[src/rtl/freq_scan_scheduler.sv]
// rtl/freq_scan_scheduler.sv - round-robin scheduler sharing one period detector across NUM_CH inputs
module freq_scan_scheduler #(
    parameter int NUM_CH         = 4,
    parameter int COUNTER_WIDTH  = 18,
    parameter int SETTLE_CYCLES  = 16,
    parameter int TIMEOUT_CYCLES = 2_000_000,
    parameter int TO_WIDTH       = $clog2(TIMEOUT_CYCLES + 1),
    localparam int SEL_W         = $clog2(NUM_CH)
) (
    input  logic                     clk,
    input  logic                     rst_n,
    input  logic                     start,
    input  logic                     continuous,
    input  logic                     abort,
    input  logic [NUM_CH-1:0]        ch_enable,
    input  logic                     det_stable,
    input  logic [COUNTER_WIDTH-1:0] det_period,
    output logic [SEL_W-1:0]         det_sel,
    output logic                     det_clr,
    output logic                     busy,
    output logic                     result_valid,
    output logic [SEL_W-1:0]         result_ch,
    output logic [COUNTER_WIDTH-1:0] result_period,
    output logic                     result_timeout,
    output logic                     sweep_done
);

    localparam int SC_W = $clog2(SETTLE_CYCLES + 1);
    localparam logic [TO_WIDTH-1:0] TO_LAST = TO_WIDTH'(TIMEOUT_CYCLES - 1);

    typedef enum logic [2:0] {
        S_IDLE,
        S_SETTLE,
        S_WAIT,
        S_REPORT,
        S_NEXT
    } state_t;

    state_t                   r_state;
    logic [SEL_W-1:0]         r_det_sel;
    logic                     r_det_clr;
    logic                     r_busy;
    logic                     r_result_valid;
    logic [SEL_W-1:0]         r_result_ch;
    logic [COUNTER_WIDTH-1:0] r_result_period;
    logic                     r_result_timeout;
    logic                     r_sweep_done;
    logic [SC_W-1:0]          r_settle_cnt;
    logic [TO_WIDTH-1:0]      r_to_cnt;

    logic                     w_any_en;
    logic                     w_next_found;
    logic [SEL_W-1:0]         w_first_ch;
    logic [SEL_W-1:0]         w_next_ch;

    // Descending scan so the lowest matching index is the one left standing.
    always_comb begin
        w_any_en     = |ch_enable;
        w_first_ch   = '0;
        w_next_ch    = '0;
        w_next_found = 1'b0;
        for (int i = NUM_CH - 1; i >= 0; i--) begin
            if (ch_enable[i]) begin
                w_first_ch = SEL_W'(i);
            end
            if (ch_enable[i] && (i > int'(r_det_sel))) begin
                w_next_found = 1'b1;
                w_next_ch    = SEL_W'(i);
            end
        end
    end

    always_ff @(posedge clk or negedge rst_n) begin
        if (!rst_n) begin
            r_state          <= S_IDLE;
            r_det_sel        <= '0;
            r_det_clr        <= 1'b0;
            r_busy           <= 1'b0;
            r_result_valid   <= 1'b0;
            r_result_ch      <= '0;
            r_result_period  <= '0;
            r_result_timeout <= 1'b0;
            r_sweep_done     <= 1'b0;
            r_settle_cnt     <= '0;
            r_to_cnt         <= '0;
        end else begin
            r_result_valid <= 1'b0;
            r_sweep_done   <= 1'b0;
            if (abort) begin
                r_state   <= S_IDLE;
                r_det_clr <= 1'b0;
                r_busy    <= 1'b0;
            end else begin
                case (r_state)
                    S_IDLE: begin
                        if (start && w_any_en) begin
                            r_det_sel    <= w_first_ch;
                            r_settle_cnt <= SC_W'(SETTLE_CYCLES);
                            r_det_clr    <= 1'b1;
                            r_busy       <= 1'b1;
                            r_state      <= S_SETTLE;
                        end
                    end
                    S_SETTLE: begin
                        if (r_settle_cnt == SC_W'(1)) begin
                            r_det_clr <= 1'b0;
                            r_to_cnt  <= '0;
                            r_state   <= S_WAIT;
                        end else begin
                            r_settle_cnt <= r_settle_cnt - SC_W'(1);
                        end
                    end
                    S_WAIT: begin
                        // A stable sample on the final timeout cycle still counts as a measurement.
                        if (det_stable) begin
                            r_result_period  <= det_period;
                            r_result_ch      <= r_det_sel;
                            r_result_timeout <= 1'b0;
                            r_result_valid   <= 1'b1;
                            r_state          <= S_REPORT;
                        end else if (r_to_cnt == TO_LAST) begin
                            r_result_period  <= '0;
                            r_result_ch      <= r_det_sel;
                            r_result_timeout <= 1'b1;
                            r_result_valid   <= 1'b1;
                            r_state          <= S_REPORT;
                        end else begin
                            r_to_cnt <= r_to_cnt + TO_WIDTH'(1);
                        end
                    end
                    S_REPORT: begin
                        r_state <= S_NEXT;
                    end
                    S_NEXT: begin
                        if (w_next_found) begin
                            r_det_sel    <= w_next_ch;
                            r_settle_cnt <= SC_W'(SETTLE_CYCLES);
                            r_det_clr    <= 1'b1;
                            r_state      <= S_SETTLE;
                        end else if (!w_any_en) begin
                            r_busy  <= 1'b0;
                            r_state <= S_IDLE;
                        end else if (continuous) begin
                            r_det_sel    <= w_first_ch;
                            r_settle_cnt <= SC_W'(SETTLE_CYCLES);
                            r_det_clr    <= 1'b1;
                            r_state      <= S_SETTLE;
                        end else begin
                            r_sweep_done <= 1'b1;
                            r_busy       <= 1'b0;
                            r_state      <= S_IDLE;
                        end
                    end
                    default: begin
                        r_det_clr <= 1'b0;
                        r_busy    <= 1'b0;
                        r_state   <= S_IDLE;
                    end
                endcase
            end
        end
    end

    assign det_sel        = r_det_sel;
    assign det_clr        = r_det_clr;
    assign busy           = r_busy;
    assign result_valid   = r_result_valid;
    assign result_ch      = r_result_ch;
    assign result_period  = r_result_period;
    assign result_timeout = r_result_timeout;
    assign sweep_done     = r_sweep_done;

endmodule

[config.mk]
export PLATFORM = sky130hd
export DESIGN_NAME = freq_scan_scheduler
export DESIGN_NICKNAME = d
export VERILOG_FILES = /design/src/rtl/freq_scan_scheduler.sv
export SDC_FILE = /design/constraint.sdc
export NUM_CORES = 1
export LEC_CHECK = 0
export CORE_ASPECT_RATIO = 0.9
export CORE_MARGIN = 10
export CORE_UTILIZATION = 57
export CTS_BUF_LIST = sky130_fd_sc_hd__clkbuf_8 sky130_fd_sc_hd__clkbuf_16
export DETAILED_ROUTE_END_ITERATION = 6
export PLACE_DENSITY = 0.83
export SETUP_SLACK_MARGIN = 0.02
export SYNTH_ARGS = -nofsm -noshare
export SYNTH_HDL_FRONTEND = slang
export SYNTH_SLANG_ARGS = --single-unit
[constraint.sdc]
create_clock -name clk -period 3 [get_ports clk]
set_input_delay 0.75 -clock clk [delete_from_list [all_inputs] [get_ports clk]]
set_output_delay 0.75 -clock clk [all_outputs]
set_load 0.01 [all_outputs]
==> results of run 1 <==
report_power, final:
group	leakage (nW)	internal (mW)	switching [mW]
sequential	0.660	0.906	0.157
clock	0.0599	0.249	0.251
combinational	0.886	0.318	0.270
final cells by class:
class / instances / share of cell area (%)
timing repair buffer: 69 / 16.8
inverter: 30 / 2.93
clock inverter: 3 / 1.11
tap: 67 / 2.18
sequential: 56 / 36.4
clock buffer: 5 / 1.79
multi-input combinational: 241 / 38.8
routing by layer:
layer / track usage, % / part of all wire, % / vias up
li1: - / - / 1366
met1: 21.3 / 43 / 1359
met2: 29.7 / 45 / 103
met3: 7.27 / 10 / 12
met4: 3.83 / 1.4 / 0
met5: 0 / 0 / -
through the flow:
| step | setup WS (ns) | instance area (um^2) |
|---|---|---|
| 5_1_grt | 0.263 | 3850 |
| 3_3_place_gp | 0.200 | 3740 |
| 2_1_floorplan | 0.744 | 3070 |
| 6_report | 0.445 | 3850 |
| 4_1_cts | 0.455 | 3850 |
| 3_5_place_dp | 0.124 | 3740 |
worst max-delay path, delay by kind of cell:
| kind | cells | cell delay (ns) |
|---|---|---|
| buffers and inverters | 1 | 0.52 |
| and+or+nand+nor | 2 | 0.53 |
| AOI/OAI and AO/OA | 3 | 0.96 |
sequential cells by signal, summed over array words and instances (netlist names):
name / cells
det_sel: 2
det_clr: 1
r_settle_cnt: 5
result_valid: 1
r_state: 3
result_timeout: 1
r_to_cnt: 21
sweep_done: 1
result_period: 18
result_ch: 2
busy: 1
kinds of logic (layout without fill, tap and decap cells):
kind of cell,Yosys count,in the layout,share of synthesized area [%]
XOR/XNOR,1,1,0.285
AO/OA/AOI/OAI,96,96,20.1
buffers and inverters,48,107,6.07
AND/OR/NAND/NOR,135,135,24.6
adder cells (fa/ha/maj),3,3,1.22
multiplexers,6,6,2.08
flip-flops,56,56,45.6
Yosys cell counts (all sizes together) (6+ instances only):
cell | number | area [um^2]
nor2 | 21 | 78.8
a21oi | 13 | 65.1
dfrtp | 56 | 1400
nand2 | 25 | 93.8
o311ai | 8 | 77.6
nand3 | 33 | 165
clkbuf | 14 | 53.8
nand4 | 6 | 37.5
nor4 | 6 | 43.8
o31ai | 8 | 60.1
inv | 30 | 113
o21ai | 46 | 230
final timing paths:
kind | startpoint | to | slack [ns] | cells past startpoint
max in group asynchronous | rst_n | r_to_cnt[10]$_DFFE_PN0P_ | 1.98 | 2
worst max-delay path | ch_enable[0] | r_settle_cnt[4]$_DFFE_PN0P_ | 0.44 | 6
worst min register to register | result_ch[1]$_DFFE_PN0P_ | result_ch[1]$_DFFE_PN0P_ | 0.52 | 1
worst min-delay path | result_ch[1]$_DFFE_PN0P_ | result_ch[1]$_DFFE_PN0P_ | 0.52 | 1
min in group asynchronous | rst_n | r_settle_cnt[2]$_DFFE_PN0P_ | 0.56 | 2
worst max register to register | r_to_cnt[0]$_DFFE_PN0P_ | r_to_cnt[5]$_DFFE_PN0P_ | 0.54 | 7
==> run metrics, run 1 <==
synth warn 0; Worst setup EP type register; Sequential Area 1400 um^2; antenna violations before repair 0; Max FO, Critical Path 7; top_reg_cell synth dfrtp_1; nets 434; commonest non-fill, non-tap cell in the layout dfrtp_1; Detailed Route WL 7.77 mm; n_diodes 0; cts hold-fix bufs 0; vias in the first global route 2,799; Finished Core Util 73.7%; Slowest cell on crit path clkdlybuf4s50_1; CTS max path bufs 2; die height 89.6 um; P&R area growth vs syn 25.3%; IO Count 55; Vias/cell 6.03; Iteration-0 DRC Markers 346; total chip power 2.15 mW; Worst-path clk slew 0.10 ns; f_max 391 MHz; Power Density 559 nW/um^2; Clock Skew 0.00665 ns; Resize count post-CTS 0; Post-synth EDFFs 0; Starting Density 58.8%; P_leak 1.61 nW; Hold WC Path Type reg2reg; detailed-route DRC error count 0; Final Hold Viols 0; crit share post-route 85.2%; post-synthesis cell type count 57; status finished clean; Filler cells 383; critical-path cell list clkdlybuf4s50_1 > nor4_1 > o221ai_1 > a2bb2oi_1 > nor3_1 > a2111o_1; worst vdd ir 0.345 mV; Placement Rows 25; Core Area 5220 um^2; CTS Sinks 56; Root Driver clkbuf_8; latest clock arrival within the worst-skew pair 0.31 ns; Tightest Pin Transition 0.690 ns; Worst Path Required 3.19 ns; die width 97.4 um; CP max stage delay 0.52 ns; crit path kind in2reg; total CTS buffers 5; register area share after synthesis 45.6%; Hold WS 0.515 ns; first-pass GRT wire length 13.2 mm; setup_tns 0 ns; drt pass-1 iters 4; WP data arrival 2.75 ns; GRT Util Overall 17.8%; die area 8730 um^2; share of layout cells above drive strength 1 10.4%; Max Cap Violations 0; RSZ-0062 raised after global routing false; commonest cells after routing, fill and taps aside 56 x dfrtp_1, 53 x clkdlybuf4s50_1, 46 x o21ai_0; fin. max-slew vios 0; htree depth 2; synthesized cell area 3070 um^2; Synth Area per Inst 8.90 um^2; Buffers on Ports 54; CTS tree yes; grt total ovfl 0; final setup fails 0; largest net degree at the start of global routing 57; via count 2,840; Setup Fix Bufs, Post-CTS 0; GPL Wtd Cong 0.932; Post-Layout Cell Count 471; area taken by multi-input logic gates 1490 um^2; Setup crit start kind input pin; Async S/R FF share, synth 100%; wire per inst 16.5 um; Seq cells post-synth 56; syn_nets 376; post-layout minimum cycle time 2.56 ns; Routed Antenna Nets 0; gate count after technology mapping 345; slew margin rel. 53.4%; dpl hpwl 5.61 mm; placed cell count 463
(Power assumes the default switching activity.)
==> run 2: changes to the inputs <==
GPL_ROUTABILITY_DRIVEN = 0   (was unset)
clock period = 3.31 ns   (was 3 ns; I/O delays follow)
==> run metrics, run 2 (same netlist as run 1, synthesis figures left out) <==
status finished clean; placed instance area 3680 um^2; GRT Util Overall 18.7%; CTS max path bufs 2; die area 8730 um^2; share of layout cells above drive strength 1 8.82%; Power Density 496 nW/um^2; number of flip-flops in the largest register 21; drt pass-1 iters 6; n_diodes 0; Hold WC Path Type reg2reg; crit path kind in2reg; WP data arrival 2.88 ns; post-layout minimum cycle time 2.67 ns; Vias/cell 6.05; Max FO, Critical Path 23; wire per inst 16.8 um; final setup fails 0; CTS Sinks 56; worst vdd ir 0.362 mV; die width 97.4 um; IO Count 55; RSZ-0062 raised after global routing false; via count 2,806; cts hold-fix bufs 0; Hold WS 0.522 ns; P&R area growth vs syn 22.9%; Post-Layout Inst Area 3770 um^2; grt total ovfl 0; Reg with most FFs r_to_cnt; commonest non-fill, non-tap cell in the layout dfrtp_1; crit share post-route 80.6%; first-pass GRT wire length 13.7 mm; fin. max-slew vios 0; dpl hpwl 5.62 mm; slew margin rel. 34.2%; r2r startpoint r_to_cnt[0]$_DFFE_PN0P_; Placement Rows 25; antenna violations before repair 0; Worst Path Required 3.52 ns; detailed-route DRC error count 0; total CTS buffers 5; Routed Antenna Nets 0; Core Area 5220 um^2; commonest cells after routing, fill and taps aside 56 x dfrtp_1, 53 x clkdlybuf4s50_1, 46 x o21ai_0; pre-CTS setup slack 0.335 ns; Setup crit start kind input pin; start point of the critical path abort; P_leak 1.56 nW; Starting Density 58.8%; Resize count post-CTS 0; Final Hold Viols 0; Detailed Route WL 7.80 mm; min-delay src r_to_cnt[20]$_DFFE_PN0P_; Setup Fix Bufs, Post-CTS 0; largest net degree at the start of global routing 57; setup ws final 0.642 ns; latest clock arrival within the worst-skew pair 0.31 ns; Buffers on Ports 54; nets 427; Tightest Pin Transition 0.977 ns; Post-Layout Cell Count 464; Worst setup EP type register; Max Cap Violations 0; setup_tns 0 ns; Root Driver clkbuf_8; placed cell count 456; f_max 375 MHz; vias in the first global route 2,779; htree depth 2; die height 89.6 um; Iteration-0 DRC Markers 305; Clock Skew 0.00910 ns; Filler cells 399; Worst-path clk slew 0.09 ns; CTS tree yes
[run 2: layout make-up]
class	count	area [um^2]	share of cell area (%)
multi-input cells	241	1490	39.5
clock inverters	3	20.0	0.531
repair buffers	62	596	15.8
well taps	67	83.8	2.22
inverters	30	113	2.98
flip-flops and latches	56	1400	37.1
clock buffers	5	68.8	1.82
[run 2: path summary, 6_finish.rpt]
| check | slack [ns] | to | depth (start not counted) |
|---|---|---|---|
| max reg2reg | 0.76 | r_to_cnt[5]$_DFFE_PN0P_ | 6 |
| max in group asynchronous | 2.21 | result_period[12]$_DFFE_PN0P_ | 2 |
| min | 0.52 | r_to_cnt[20]$_DFFE_PN0P_ | 1 |
| min reg2reg | 0.52 | r_to_cnt[20]$_DFFE_PN0P_ | 1 |
| min in group asynchronous | 0.63 | r_settle_cnt[3]$_DFFE_PN0P_ | 2 |
| max | 0.64 | r_to_cnt[11]$_DFFE_PN0P_ | 7 |
[run 2: stage by stage]
step / util, % / power [mW]
after floorplan: - / 1.22
after global placement: 70.5 / 1.48
after detailed placement: 70.5 / 1.51
after CTS: 72.2 / 1.88
after global routing: 72.2 / 2.00
final: 72.2 / 1.87
[run 2: per-layer routing]
| metal | vias up | routed length, um | global-route usage (%) |
|---|---|---|---|
| met5 | - | 0 | 0 |
| met4 | 0 | 76 | 4.35 |
| met3 | 9 | 841 | 7.04 |
| met2 | 113 | 3600 | 30.7 |
| met1 | 1331 | 3280 | 22.9 |
| li1 | 1353 | - | - |
[run 2: critical path: stages]
cell and delay, ns:
clkdlybuf4s50_1 0.46, buf_4 0.19, nor2_1 0.13, nand4b_2 0.18, and2_4 0.30, or4_4 0.57, o311ai_2 0.22
[run 2: report_power, final]
part | internal (mW) | leakage (nW) | switching [mW]
logic | 0.285 | 0.851 | 0.238
registers | 0.821 | 0.660 | 0.159
clock network | 0.148 | 0.0455 | 0.220
total | 1.25 | 1.56 | 0.617
==> run 3: changes to the inputs <==
CORE_UTILIZATION = 48   (was 57)
PLACE_DENSITY = 0.74   (was 0.83)
clock period = 2.4 ns   (was 3.31 ns; I/O delays follow)
==> run metrics, run 3 (same netlist as run 1, synthesis figures left out) <==
Filler cells 522; crit path kind in2reg; GRT Util Overall 16.4%; die width 104 um; Placement Rows 27; CTS tree yes; slew margin rel. 65.3%; drt pass-1 iters 5; wire per inst 15.8 um; CTS Sinks 56; worst vdd ir 0.434 mV; WL met1 3.80 mm; Tightest Pin Transition 0.517 ns; IO Count 55; Vias/cell 5.58; Core Area 6180 um^2; Post-Layout Cell Count 508; Iteration-0 DRC Markers 262; n_diodes 0; Reg with most FFs r_to_cnt; cts hold-fix bufs 0; fin. max-slew vios 0; Final Hold Viols 0; commonest non-fill, non-tap cell in the layout dfrtp_1; Max FO, Critical Path 4; die area 10,000 um^2; Max Cap Violations 0; Power Density 657 nW/um^2; antenna violations before repair 0; Setup Fix Bufs, Post-CTS 0; DR WL met2 3.58 mm; Resize count post-CTS 0; total CTS buffers 5; r2r startpoint r_settle_cnt[1]$_DFFE_PN0P_; share of layout cells above drive strength 1 14.3%; latest clock arrival within the worst-skew pair 0.32 ns; Setup crit start kind input pin; Worst setup EP type register; P_leak 1.69 nW; vias in the first global route 2,714; detailed-route DRC error count 0; start point of the critical path ch_enable[0]; nets 451; Root Driver clkbuf_8; placed cell count 500; RSZ-0062 raised after global routing false; die height 95.9 um; largest net degree at the start of global routing 57; P&R area growth vs syn 30.6%; post-layout minimum cycle time 2.26 ns; Top Layer Used met4; setup_tns 0 ns; htree depth 2; first-pass GRT wire length 13.6 mm; status finished clean; Worst-path clk slew 0.11 ns; WL met3 584 um; number of flip-flops in the largest register 21; Worst Path Required 2.60 ns; grt total ovfl 0; Clock Skew 0.0115 ns; Hold WC Path Type in2async; f_max 442 MHz; dpl hpwl 5.86 mm; final setup fails 0; Sequential Area 1400 um^2; commonest cells after routing, fill and taps aside 56 x dfrtp_1, 52 x clkdlybuf4s50_1, 46 x o21ai_0; Buffers on Ports 54; total chip power 2.63 mW; area taken by multi-input logic gates 1500 um^2; crit share post-route 94.3%; Routed Antenna Nets 0; Hold WS 0.247 ns; WP data arrival 2.47 ns; Detailed Route WL 8.02 mm; Starting Density 49.7%; via count 2,835; CTS max path bufs 2
[run 3: final timing paths]
check                      cells after the start  slack [ns]                             to
setup / recovery                               6        0.14    r_settle_cnt[4]$_DFFE_PN0P_
hold / removal                                 2        0.25    r_settle_cnt[2]$_DFFE_PN0P_
setup reg to reg                               7        0.19       r_to_cnt[11]$_DFFE_PN0P_
hold reg to reg                                1        0.51       r_to_cnt[16]$_DFFE_PN0P_
max in group asynchronous                      2        1.87  result_period[15]$_DFFE_PN0P_
min in group clk                               1        0.51       r_to_cnt[16]$_DFFE_PN0P_
[run 3: final cells by class]
class | instances | share of cell area, %
multi-input cells | 241 | 37.5
flip-flops and latches | 56 | 34.9
repair buffers | 86 | 19.7
inverters | 30 | 2.81
well taps | 87 | 2.71
clock buffers | 5 | 1.72
clock inverters | 3 | 0.593
[run 3: layer usage]
layer	vias up	track usage (%)
met5	-	0
met2	90	25.1
met4	0	3.82
met3	5	5.21
met1	1345	22.2
li1	1395	-
[run 3: through the flow]
stage	setup WS, ns	util (%)	area [um^2]
after global placement	-0.191	63.1	3900
after CTS	0.0827	64.6	4000
final	0.138	64.9	4010
after global routing	0.0452	64.9	4010
after floorplan	0.294	-	3070
after detailed placement	-0.240	63.1	3900
[run 3: report_power, final]
| group | leakage, nW | internal [mW] | switching, mW | total, mW |
|---|---|---|---|---|
| clock network | 0.0404 | 0.208 | 0.332 | 0.540 |
| logic | 0.985 | 0.419 | 0.346 | 0.765 |
| registers | 0.660 | 1.13 | 0.197 | 1.33 |
[run 3: worst max-delay path, cell delays in order]
cell and delay [ns]:
clkdlybuf4s50_1 0.49, nor4_1 0.40, o221ai_1 0.24, a31oi_1 0.26, nor4_2 0.10, a2111o_1 0.36
==> edit 1: new RTL, flow settings as in run 3 <==
Put one more register stage on the output `result_period`, cleared by the reset. The value now appears one clock later. The other outputs are not delayed to match.
--- a/src/rtl/freq_scan_scheduler.sv
+++ b/src/rtl/freq_scan_scheduler.sv
@@ -167,5 +167,11 @@
     assign result_valid   = r_result_valid;
     assign result_ch      = r_result_ch;
-    assign result_period  = r_result_period;
+    always_ff @(posedge clk or negedge rst_n) begin
+        if (!rst_n) begin
+            result_period <= '0;
+        end else begin
+            result_period <= r_result_period;
+        end
+    end
     assign result_timeout = r_result_timeout;
     assign sweep_done     = r_sweep_done;
Check against the original RTL: same outputs for any inputs over 10 cycles, from zero or initial values and one cycle with rst_n low; that may be too few to reach the edited logic, so the function may still have changed.
==> edit 1 against run 3 <==
  * Register-to-register slack got worse by 0.07 ns
  * Clock skew increased by 0.00094 ns
  * Global-route usage shrank 0.67 points
  * Sequential cell count increased by 18
  * Area after synthesis rose by 8.2%
  * Critical path depth rose by 1
  * Wire length is 0.19% lower
  * Via count fell by 3.8%
  * Setup slack lost 0.015 ns
  * Count of clock-buffer cells in the layout is 4 higher
  * Design area grew 8.0%
  * Power is 34% higher
==> edit 1: results (changes against run 3) <==
| Metric | Value |
|---|---|
| Via-per-instance ratio | 5.71 (was 5.58) |
| Detailed-routing iteration count for the pre-antenna-repair pass | 4 (was 5) |
| Insertion delay to the later sink of the worst-skew pair | 0.36 ns (was 0.32 ns) |
| Post-synthesis compound-gate area fraction | 15.0% (was 20.1%) |
| Routed wire length | 8010 um (was 8020 um) |
| Slowest CP cell | sky130_fd_sc_hd__or4_1 (was sky130_fd_sc_hd__clkdlybuf4s50_1) |
| Die outline area | 0.0107 mm2 (was 0.0100 mm2) |
| Top cells by area, synth | sky130_fd_sc_hd__dfrtp_1, sky130_fd_sc_hd__a22o_1, sky130_fd_sc_hd__nor2_1, sky130_fd_sc_hd__o21ai_0, sky130_fd_sc_hd__a21oi_1 (was sky130_fd_sc_hd__dfrtp_1, sky130_fd_sc_hd__o21ai_0, sky130_fd_sc_hd__nand3_1, sky130_fd_sc_hd__inv_1, sky130_fd_sc_hd__nand2_1) |
| Clock-cell share of area | 5.34% (was 2.31%) |
| Detailed-placement wirelength estimate | 5710 um (was 5860 um) |
| Share of final-layout standard cells stronger than drive strength 1 | 13.4% (was 14.3%) |
| Fraction of area in multi-input gates | 31.7% (was 37.5%) |
| Leakage dissipation | 1.89 nW (was 1.69 nW) |
| First-pass GRT wire length | 13500 um (was 13600 um) |
| Share of the final layout cell area in sequential cells | 42.7% (was 34.9%) |
| Via count of the first global-routing pass | 2756 (was 2714) |
| Delay of the slowest critical-path stage | 0.54 ns (was 0.49 ns) |
| Total nets after synthesis | 342 (was 376) |
| Violation count after the first detailed-route iteration | 160 (was 262) |
| Gate count of the mapped netlist | 311 (was 345) |
| Run status | completed (unchanged) |
| Fraction of cell area in non-clock buffers | 16.8% (was 19.7%) |
| Worst slack at placement | -0.179 ns (was -0.240 ns) |
| Count of multi-input combinational gates | 213 (was 241) |
| Biggest fanout along the worst timing path | 9 (was 4) |
| Multiplexer share of the synthesized area | 2.22% (was 2.08%) |
| Power Dens Cells | 817 mW/mm2 (was 657 mW/mm2) |
| Arrival time of the worst setup path | 2.56 ns (was 2.47 ns) |
| Layout net count | 414 (was 451) |
| Nonclk buf count | 76 (was 86) |
| Peak supply drop | 0.510 mV (was 0.434 mV) |
| Post-route non-filler standard cell count | 478 (was 508) |
| Clock network power share | 31.8% (was 20.5%) |
| Gate family responsible for the most delay along the worst path | simple AND/OR/NAND/NOR gates (was compound AO/OA/AOI/OAI gates) |
| Slew at the pin closest to its max-slew limit | 0.618 ns (was 0.517 ns) |
| Number of logic inverters in the finished layout | 9 (was 30) |
| Inst Count DP | 462 (was 500) |
| Worst setup path startpoint | r_settle_cnt[1] (was ch_enable[0]) |
| Clock slew seen by the registers of the worst setup and hold paths | 0.09 ns (was 0.11 ns) |
| Post-synthesis share of cell area spent on full adders, half adders and majority gates | 1.13% (was 1.22%) |
| Sequential standard cell area | 0.00185 mm2 (was 0.00140 mm2) |
| Number of distinct library cells after synthesis | 50 (was 57) |
==> edit 1: cell types whose count changed after synthesis, sizes merged, moves of 6 or more <==
cell and change:
xor2 +6, nand3 -20, nand2 -7, inv -21
a22o +18, o311ai -8, clkbuf -6, dfrtp +18
o21ai -30
==> edit 1: path summary, 6_finish.rpt <==
kind                                          end  slack [ns]  cells past startpoint
worst max-delay path                  r_to_cnt[5]        0.12                      7
worst max register to register        r_to_cnt[5]        0.12                      7
worst min-delay path              r_settle_cnt[1]        0.20                      1
worst min register to register  result_period[12]        0.37                      0
max in group asynchronous        result_period[6]        1.60                      2
min in group clk                result_period[12]        0.37                      0
==> edit 1: routing by layer <==
layer / share of wire, % / GRT usage [%]
met5: 0 / 0
met4: 1.1 / 4.93
met1: 43 / 19.2
met3: 8.6 / 7.23
met2: 48 / 24.1
==> edit 2: new RTL, config.mk and constraints of run 3 <==
Made on the original files. Set the parameter `SETTLE_CYCLES` to 32 (it was 16).
--- a/src/rtl/freq_scan_scheduler.sv
+++ b/src/rtl/freq_scan_scheduler.sv
@@ -3,5 +3,5 @@
     parameter int NUM_CH         = 4,
     parameter int COUNTER_WIDTH  = 18,
-    parameter int SETTLE_CYCLES  = 16,
+    parameter int SETTLE_CYCLES  = 32,
     parameter int TIMEOUT_CYCLES = 2_000_000,
     parameter int TO_WIDTH       = $clog2(TIMEOUT_CYCLES + 1),
Formal check against the unedited RTL: same outputs for any inputs over 10 cycles, from zero or initial values and one cycle with rst_n low; that may be too few to reach the edited logic, so the function may still have changed.
==> edit 2 against run 3 <==
  * Synthesized cell count fell by 11%
  * Setup slack got worse by 0.0044 ns
  * Area after synthesis fell by 1.8%
  * Sequential cell count rose by 1
  * Critical path depth rose by 1
  * Global-route usage fell by 0.19 points
  * Hold slack got worse by 0.030 ns
  * Via count fell by 4.8%
  * Maximum frequency fell by 0.19%
  * Die area fell by 1.4%
  * Design area rose by 1.0%
  * Power rose by 8.5%
  * Count of clock-buffer cells in the layout rose by 7
  * Wire length fell by 3.5%
  * Critical path type unchanged
  * Largest cell class unchanged
==> edit 2: results (changes against run 3) <==
| Metric | Value |
|---|---|
| Total nets after synthesis | 337 (was 376) |
| Multiplexer share of the synthesized area | 3.24% (was 2.08%) |
| Via count of the first global-routing pass | 2804 (was 2714) |
| Layout net count | 416 (was 451) |
| Grt met2 use | 23.9% (was 25.1%) |
| Portion of total power attributed to sequential cells | 42.4% (was 50.5%) |
| Routed wire length | 7740 um (was 8020 um) |
| Post-synthesis compound-gate area fraction | 23.3% (was 20.1%) |
| Global router's overall resource usage | 16.2% (was 16.4%) |
| Largest net degree at the start of global routing | 24 (was 57) |
| Worst setup skew after layout | 0.0100 ns (was 0.0115 ns) |
| Gate family responsible for the most delay along the worst path | simple AND/OR/NAND/NOR gates (was compound AO/OA/AOI/OAI gates) |
| Met3 track demand over resource in global routing | 7.42% (was 5.21%) |
| Global Route met1 Usage | 20.1% (was 22.2%) |
| Gate count of the mapped netlist | 306 (was 345) |
| DP Area | 0.00383 mm2 (was 0.00390 mm2) |
| Slowest CP cell | sky130_fd_sc_hd__or4_1 (was sky130_fd_sc_hd__clkdlybuf4s50_1) |
| Inst Count DP | 461 (was 500) |
| Delay of the slowest critical-path stage | 0.56 ns (was 0.49 ns) |
| Detailed-routing iteration count for the pre-antenna-repair pass | 4 (was 5) |
| Routed met1 length | 3460 um (was 3800 um) |
| Clock slew seen by the registers of the worst setup and hold paths | 0.07 ns (was 0.11 ns) |
| Run status | completed (unchanged) |
| Detailed route wirelength on metal2 | 3360 um (was 3580 um) |
| Met3 WL | 807 um (was 584 um) |
| Peak supply drop | 0.436 mV (was 0.434 mV) |
| Most common library cells after synthesis | sky130_fd_sc_hd__dfrtp_1, sky130_fd_sc_hd__nand2_1, sky130_fd_sc_hd__o21ai_0 (was sky130_fd_sc_hd__dfrtp_1, sky130_fd_sc_hd__o21ai_0, sky130_fd_sc_hd__nand3_1) |
| Number of filler instances in the final layout | 503 (was 522) |
| Number of CTS-inserted buffers | 9 (was 5) |
| Post-synthesis share of cell area spent on xor and xnor gates | 0% (was 0.285%) |
| Share of final-layout standard cells stronger than drive strength 1 | 15.4% (was 14.3%) |
| Number of distinct library cells after synthesis | 63 (was 57) |
| Leakage dissipation | 1.75 nW (was 1.69 nW) |
| Slew at the pin closest to its max-slew limit | 0.621 ns (was 0.517 ns) |
| Violation count after the first detailed-route iteration | 147 (was 262) |
| Post-synthesis share of cell area spent on full adders, half adders and majority gates | 1.24% (was 1.22%) |
| Vias post-DR | 2699 (was 2835) |
| Clock Power | 0.954 mW (was 0.540 mW) |
| Post-route non-filler standard cell count | 477 (was 508) |
| H-tree levels | 3 (was 2) |
[edit 2: cell count changes after synthesis, moves of 4 or more]
cell | before | now
sky130_fd_sc_hd__o21ai_0 | 46 | 22
sky130_fd_sc_hd__inv_1 | 30 | 13
sky130_fd_sc_hd__o31ai_1 | 8 | 3
sky130_fd_sc_hd__nor3_1 | 5 | 9
sky130_fd_sc_hd__clkbuf_1 | 13 | 9
sky130_fd_sc_hd__nand3_1 | 33 | 8
sky130_fd_sc_hd__nand4_1 | 6 | 11
sky130_fd_sc_hd__o311ai_0 | 6 | 0
sky130_fd_sc_hd__o211ai_1 | 3 | 7
sky130_fd_sc_hd__a22o_1 | 0 | 19
[edit 2: worst paths after layout]
kind	start	endpoint	slack [ns]
max in group asynchronous	rst_n	result_period[10]	1.51
min in group clk	result_timeout	result_timeout	0.50
worst max-delay path	ch_enable[0]	r_settle_cnt[4]	0.13
worst min-delay path	rst_n	r_to_cnt[18]	0.22
worst max register to register	r_to_cnt[0]	r_to_cnt[13]	0.29
worst min register to register	result_timeout	result_timeout	0.50
[edit 2: metrics by stage]
stage / hold WS [ns] / setup TNS (ns) / setup slack [ns]
3_3_place_gp: 0.478 / -0.703 / -0.178
4_1_cts: 0.225 / 0 / 0.0986
6_report: 0.217 / 0 / 0.133
3_5_place_dp: 0.487 / -1.09 / -0.256
5_1_grt: 0.252 / 0 / 0.0530
2_1_floorplan: 0.304 / 0 / 0.283
[edit 2: repair_timing]
action,in CTS,in global routing
hold buffers,0,0
setup endpoints to repair,0,1
resized for setup,0,2
[edit 2: final cells by class]
cell class	count	area, um2	share of cell area, %
Clock buffer	12	165	4.08
Sequential cell	57	1430	35.2
Clock inverter	4	50.0	1.24
Inverter	13	48.8	1.20
Tap cell	87	109	2.69
Timing Repair Buffer	83	783	19.3
Multi-Input combinational cell	221	1470	36.3
